### config.mk
export PLATFORM = sky130hd
export DESIGN_NAME = inst_fetch_issue_flat
export DESIGN_NICKNAME = d
export VERILOG_FILES = /design/src/rtl/inst_fetch_issue_if.sv /design/src/rtl/inst_fetch_issue.sv /design/src/flat_wrapper.sv
export SDC_FILE = /design/constraint.sdc
export NUM_CORES = 1
export LEC_CHECK = 0
export ABC_AREA = 0
export ABC_CLOCK_PERIOD_IN_PS = 4100
export BUFFER_PORTS_ARGS = -buffer_cell sky130_fd_sc_hd__buf_2
export CORE_ASPECT_RATIO = 1.4
export CORE_MARGIN = 4
export CORE_UTILIZATION = 55
export CTS_BUF_LIST = sky130_fd_sc_hd__clkbuf_4 sky130_fd_sc_hd__clkbuf_8 sky130_fd_sc_hd__clkbuf_16
export CTS_CLUSTER_SIZE = 12
export DETAILED_ROUTE_END_ITERATION = 12
export MAX_ROUTING_LAYER = met4
export PLACE_DENSITY = 0.77
export SYNTH_ARGS = -nofsm -noshare
export SYNTH_HDL_FRONTEND = slang
export SYNTH_SLANG_ARGS = --single-unit
### constraint.sdc
create_clock -name clk -period 4.1 [get_ports clk]
set_clock_uncertainty 0.15 [all_clocks]
set_input_delay 0.615 -clock clk [delete_from_list [all_inputs] [get_ports clk]]
set_output_delay 0.615 -clock clk [all_outputs]
set_load 0.01 [all_outputs]
### src/rtl/inst_fetch_issue_if.sv
// rtl/inst_fetch_issue_if.sv - fetch/issue bus: instruction memory, redirect and decode handshake
interface inst_fetch_issue_if #(
  parameter int PC_W   = 16,
  parameter int INST_W = 32
);
  logic              imem_req;
  logic [PC_W-1:0]   imem_addr;
  logic [INST_W-1:0] imem_rdata;
  logic              flush;
  logic [PC_W-1:0]   flush_pc;
  logic              issue_valid;
  logic              issue_ready;
  logic [INST_W-1:0] issue_inst;
  logic [3:0]        issue_opcode;
  logic [PC_W-1:0]   issue_pc;
  logic              issue_illegal;

  modport master (
    output imem_req, imem_addr, issue_valid, issue_inst, issue_opcode, issue_pc, issue_illegal,
    input  imem_rdata, flush, flush_pc, issue_ready
  );

  modport slave (
    input  imem_req, imem_addr, issue_valid, issue_inst, issue_opcode, issue_pc, issue_illegal,
    output imem_rdata, flush, flush_pc, issue_ready
  );
endinterface

### src/rtl/inst_fetch_issue.sv
// rtl/inst_fetch_issue.sv - instruction fetch and prefetch queue feeding decode; optional ISSUE_OPCHECK_EN
module inst_fetch_issue #(
  parameter int PC_W   = 16,
  parameter int INST_W = 32,
  parameter int DEPTH  = 4
) (
  input  logic clk,
  input  logic rst,
  inst_fetch_issue_if.master bus
);
  localparam int PTR_W = (DEPTH > 1) ? $clog2(DEPTH) : 1;
  localparam int CNT_W = PTR_W + 1;

  logic [INST_W-1:0] r_q_inst [DEPTH];
  logic [PC_W-1:0]   r_q_pc   [DEPTH];
  logic [PTR_W-1:0]  r_wr_ptr;
  logic [PTR_W-1:0]  r_rd_ptr;
  logic [CNT_W-1:0]  r_count;
  logic [PC_W-1:0]   r_pc;
  logic [PC_W-1:0]   r_ret_pc;
  logic              r_in_flight;

  logic              w_valid;
  logic              w_pop;
  logic              w_push;
  logic [CNT_W:0]    w_used;
  logic              w_req;
  logic [INST_W-1:0] w_head_inst;

  assign w_valid = (r_count != '0);
  assign w_pop   = w_valid & bus.issue_ready;
  // A word returning during a flush belongs to the old stream and is dropped.
  assign w_push  = r_in_flight & ~bus.flush;
  // Credit counts queued words plus the one in flight, less the word leaving this cycle.
  assign w_used  = {1'b0, r_count} + (CNT_W+1)'(r_in_flight) - (CNT_W+1)'(w_pop);
  assign w_req   = rst & ~bus.flush & (w_used < (CNT_W+1)'(DEPTH));

  // PC, pointers, occupancy and in-flight tracking; flush restarts everything at flush_pc.
  always_ff @(posedge clk or negedge rst) begin
    if (!rst) begin
      r_pc        <= '0;
      r_ret_pc    <= '0;
      r_in_flight <= 1'b0;
      r_wr_ptr    <= '0;
      r_rd_ptr    <= '0;
      r_count     <= '0;
    end else if (bus.flush) begin
      r_pc        <= bus.flush_pc;
      r_in_flight <= 1'b0;
      r_wr_ptr    <= '0;
      r_rd_ptr    <= '0;
      r_count     <= '0;
    end else begin
      r_in_flight <= w_req;
      if (w_req) begin
        r_pc     <= r_pc + PC_W'(1);
        r_ret_pc <= r_pc;
      end
      if (w_push) r_wr_ptr <= r_wr_ptr + PTR_W'(1);
      if (w_pop)  r_rd_ptr <= r_rd_ptr + PTR_W'(1);
      r_count <= r_count + CNT_W'(w_push) - CNT_W'(w_pop);
    end
  end

  // Queue storage: returned word and its address written at the tail.
  always_ff @(posedge clk) begin
    if (w_push) begin
      r_q_inst[r_wr_ptr] <= bus.imem_rdata;
      r_q_pc[r_wr_ptr]   <= r_ret_pc;
    end
  end

  // Head outputs read straight from queue registers, zeroed while the queue is empty.
  assign w_head_inst      = w_valid ? r_q_inst[r_rd_ptr] : '0;
  assign bus.imem_req     = w_req;
  assign bus.imem_addr    = r_pc;
  assign bus.issue_valid  = w_valid;
  assign bus.issue_inst   = w_head_inst;
  assign bus.issue_opcode = w_head_inst[INST_W-1 -: 4];
  assign bus.issue_pc     = w_valid ? r_q_pc[r_rd_ptr] : '0;

`ifdef ISSUE_OPCHECK_EN
  // Opcodes with no decoder assignment are flagged but still issued.
  assign bus.issue_illegal = w_valid & ((w_head_inst[INST_W-1 -: 4] == 4'b0010) |
                                        (w_head_inst[INST_W-1 -: 4] == 4'b0011) |
                                        (w_head_inst[INST_W-1 -: 4] == 4'b0111));
`else
  assign bus.issue_illegal = 1'b0;
`endif
endmodule

### src/flat_wrapper.sv
// flat-port wrapper written by rule: the top's interface ports become plain ports
module inst_fetch_issue_flat 
#(
  parameter int PC_W   = 16,
  parameter int INST_W = 32,
  parameter int DEPTH  = 4
)
  (clk, rst, bus_imem_req, bus_imem_addr, bus_issue_valid, bus_issue_inst, bus_issue_opcode, bus_issue_pc, bus_issue_illegal, bus_imem_rdata, bus_flush, bus_flush_pc, bus_issue_ready);
  inst_fetch_issue_if #(.PC_W(PC_W), .INST_W(INST_W)) bus_i ();
  input  logic clk;
  input  logic rst;
  output wire logic [$bits(bus_i.imem_req)-1:0] bus_imem_req;
  output wire logic [$bits(bus_i.imem_addr)-1:0] bus_imem_addr;
  output wire logic [$bits(bus_i.issue_valid)-1:0] bus_issue_valid;
  output wire logic [$bits(bus_i.issue_inst)-1:0] bus_issue_inst;
  output wire logic [$bits(bus_i.issue_opcode)-1:0] bus_issue_opcode;
  output wire logic [$bits(bus_i.issue_pc)-1:0] bus_issue_pc;
  output wire logic [$bits(bus_i.issue_illegal)-1:0] bus_issue_illegal;
  input wire logic [$bits(bus_i.imem_rdata)-1:0] bus_imem_rdata;
  input wire logic [$bits(bus_i.flush)-1:0] bus_flush;
  input wire logic [$bits(bus_i.flush_pc)-1:0] bus_flush_pc;
  input wire logic [$bits(bus_i.issue_ready)-1:0] bus_issue_ready;
  assign bus_imem_req = bus_i.imem_req;
  assign bus_imem_addr = bus_i.imem_addr;
  assign bus_issue_valid = bus_i.issue_valid;
  assign bus_issue_inst = bus_i.issue_inst;
  assign bus_issue_opcode = bus_i.issue_opcode;
  assign bus_issue_pc = bus_i.issue_pc;
  assign bus_issue_illegal = bus_i.issue_illegal;
  assign bus_i.imem_rdata = bus_imem_rdata;
  assign bus_i.flush = bus_flush;
  assign bus_i.flush_pc = bus_flush_pc;
  assign bus_i.issue_ready = bus_issue_ready;
  inst_fetch_issue #(.PC_W(PC_W), .INST_W(INST_W), .DEPTH(DEPTH)) u_core (.clk(clk), .rst(rst), .bus(bus_i));
endmodule
==> qor.yml <==
yosys:
  synth_seq_area_share: 0.720
  avgSynthCellArea_um2: 18.4
  ys_ff_latch: 232
  yosys-top-cells-area: "edfxtp_1 (61%), mux4_2 (12%), dfrtp_1 (11%)"
  synth_ff_type: "edfxtp_1"
  yosysWarnings: 0
  syn-num-nets: 574
  netlist_area_mm2: 0.00940
  synth_top_cell_by_area: "edfxtp_1"
  syn_inst: 511
  yosysTopAreaCellShare: 0.614
  synth-edff-count: 192
  async_flop_share: 0.172
  synth_cell_type_count: 46
floorplanning:
  die_area_mm2: 0.0193
  start_util: 0.561
  die_height_um: 163
  ios: 123
  rows: 56
  core-area_mm2: 0.0167
  die_w_um: 118
worst_setup_path:
  setup.worst_path.end_class: "output port"
  crit_buf_inv: 2
  crit_family: "simple AND/OR/NAND/NOR gates"
  cp_cell_sequence: "or3_1 -> and2_1 -> ha_1 -> inv_1 -> ha_4 -> nor4bb_2 -> o31a_1 -> or3_4 -> nor2_4 -> buf_2"
  max_stage_delay_ps: 440
  startpoint_type: "register"
  rrSetupSlack_ps: 500
  cp_data_arrival_time_ps: 3230
  cp_max_fo: 7
  slowest_stage: "or3_4"
  cp.required_ps: 3340
  crit_type: "register to output port"
drt:
  vias: 4967
  ant_nets: 0
  drcViolationCount: 0
  wl_per_cell_um: 20.9
  wl_mm: 18.1
  firstDrtPassIters: 4
  avgViaCountPerCell: 5.75
  drtIter0Drc: 441
worst_hold_path:
  hold_class: "input pin to async pin"
timing:
  tightest_slew_ps: 719
  slew_violations: 0
  finalHoldViolations: 0
  slew_headroom: 0.521
  finalSetupViolCount: 0
  hold-worst-slack_ps: 108
  period_share: 0.973
  fin_setup_tns_ps: 0
  rsz0062_at_grt: "no"
  fmax_ghz: 0.251
  period_minus_slack_ps: 3990
global_route:
  grt_use_met2: 0.339
  grt_usage: 0.197
  antenna_found_initial: 0
  gr-total-overflow: 0
  top_usage_layer: "met2"
  grt_max_degree: 50
  use_met1: 0.243
  grt_pass1_wl_mm: 28.9
  grt_pass1_vias: 5328
  gr-usage-met3: 0.0271
cts:
  clkSinkCount: 232
  clock_latency_ps: 500
  cts.clk_slew.worst_paths_ps: 60
  clock_path_buffers: 3
  cts.htree.levels: 1
  cts_root_buf: "clkbuf_16"
  cts_buffers: 23
  cts_tree: "done"
place:
  place_inst: 817
  gp_congestion: 0.939
  dp_hpwl_mm: 11.5
  io_buffers: 121
final_layout:
  final_nets: 707
  fillers: 1146
  final_layout_size_suffix_gt1_frac: 0.386
  area_growth_pct: 17.5
  antenna_cells: 0
  fin_cells: 864
job:
  max_cap_viol_count: 0
outcome:
  status: "finished, final reports clean"
power_and_ir_drop:
  total_power_mw: 6.82
  p_leak_nw: 3.98
  powerDensity_mw_per_mm2: 617
  ir_worst_vdd_mv: 0.335
## logic make-up after synthesis
kind of cell / synth area share
AOI/OAI and AO/OA: 0.0186
and+or+nand+nor: 0.0778
buffers and inverters: 0.0190
DFF: 0.720
muxes: 0.138
adders and majority gates: 0.0154
other: 0.000399
xor gates and xnor gates: 0.0112
## sequential cells by signal (all words and copies together), names as in the netlist
register	flops
u_core.bus.imem_addr	16
u_core.r_count	3
u_core.r_in_flight	1
u_core.r_q_inst	128
u_core.r_q_pc	64
u_core.r_rd_ptr	2
u_core.r_ret_pc	16
u_core.r_wr_ptr	2
## cells in the mapped netlist (2+ instances only)
| master | instances |
|---|---|
| and4_1 | 3 |
| xnor2_1 | 9 |
| mux2_2 | 15 |
| edfxtp_1 | 192 |
| a31oi_1 | 5 |
| nor3_1 | 2 |
| mux4_2 | 48 |
| buf_2 | 2 |
| or4_1 | 4 |
| buf_4 | 5 |
| o21ai_0 | 7 |
| nand3_1 | 8 |
| nor2b_1 | 3 |
| and2_1 | 54 |
| nor4_1 | 8 |
| buf_1 | 4 |
| mux2_1 | 2 |
| o31ai_1 | 4 |
| mux2i_1 | 2 |
| nand2_1 | 16 |
| a21oi_1 | 2 |
| clkbuf_1 | 17 |
| inv_1 | 11 |
| ha_1 | 10 |
| xor2_1 | 3 |
| dfrtp_1 | 40 |
| nor2_1 | 12 |
| nand4_1 | 5 |
## per-layer routing
| metal | wire length (um) | part of all wire | up-vias |
|---|---|---|---|
| li1 | - | - | 2255 |
| met1 | 7130 | 0.39 | 2521 |
| met2 | 9490 | 0.53 | 154 |
| met3 | 838 | 0.046 | 37 |
| met4 | 607 | 0.034 | 0 |
| met5 | 0 | 0 | - |
## worst paths after layout
| check | cells past startpoint | to | start |
|---|---|---|---|
| max in group asynchronous | 2 | u_core.r_rd_ptr[0]$_DFFE_PN0P_ | rst |
| min in group clk | 3 | u_core.bus.imem_addr[3]$_DFFE_PN0P_ | bus_flush_pc[3] |
| worst min-delay path | 2 | u_core.bus.imem_addr[0]$_DFFE_PN0P_ | rst |
| worst max register to register | 11 | u_core.bus.imem_addr[6]$_DFFE_PN0P_ | u_core.r_count[1]$_DFF_PN0_ |
| worst min register to register | 0 | u_core.r_q_pc[0][4]$_DFFE_PP_ | u_core.r_ret_pc[4]$_DFFE_PN0P_ |
| worst max-delay path | 10 | bus_imem_req | u_core.r_count[1]$_DFF_PN0_ |
## metrics by stage
step | setup WS (ps) | util | area, um^2
finish | 109 | 0.659 | 11000
global route | 5.68 | 0.659 | 11000
CTS | 40.0 | 0.657 | 11000
detailed placement | 508 | 0.613 | 10300
global placement | 647 | 0.613 | 10300
floorplan | 497 | - | 9400
## where the power goes
part	leakage, nW	total, mW	internal (mW)	switching, mW
logic	1.40	1.74	0.886	0.851
clock network	0.367	1.97	1.16	0.809
registers	2.21	3.12	2.86	0.255
## area by class of cell
class | instances | area (um^2) | share of cell area
sequential | 232 | 6770 | 0.613
tap | 203 | 254 | 0.0230
multi-input combinational | 239 | 2480 | 0.225
timing repair buffer | 137 | 776 | 0.0703
inverter | 11 | 41.3 | 0.00374
clock buffer | 39 | 696 | 0.0630
clock inverter | 3 | 17.5 | 0.00159
## what timing repair did
item,4_1_cts,5_1_grt
endpoints found under the setup margin,1,1
pin swaps,1,1
hold buffers,0,0
gates resized for setup,2,2
buffers inserted,1,4
## placed cells by master, fill, tap and decap left out, types with 4 or more instances in the layout
cell type / count
edfxtp_1: 192
buf_2: 121
and2_1: 50
mux4_2: 48
dfrtp_1: 37
clkbuf_16: 23
nand2_1: 16
clkbuf_4: 16
mux2_2: 15
nor2_1: 12
buf_4: 12
inv_1: 11
xnor2_1: 9
ha_1: 9
nand3_1: 8
nor4_1: 8
o21ai_0: 7
a31oi_1: 5
nand4_1: 5
and2_2: 4
o31ai_1: 4
or4_1: 4
buf_12: 4
Power figures use the tool's default switching activity.
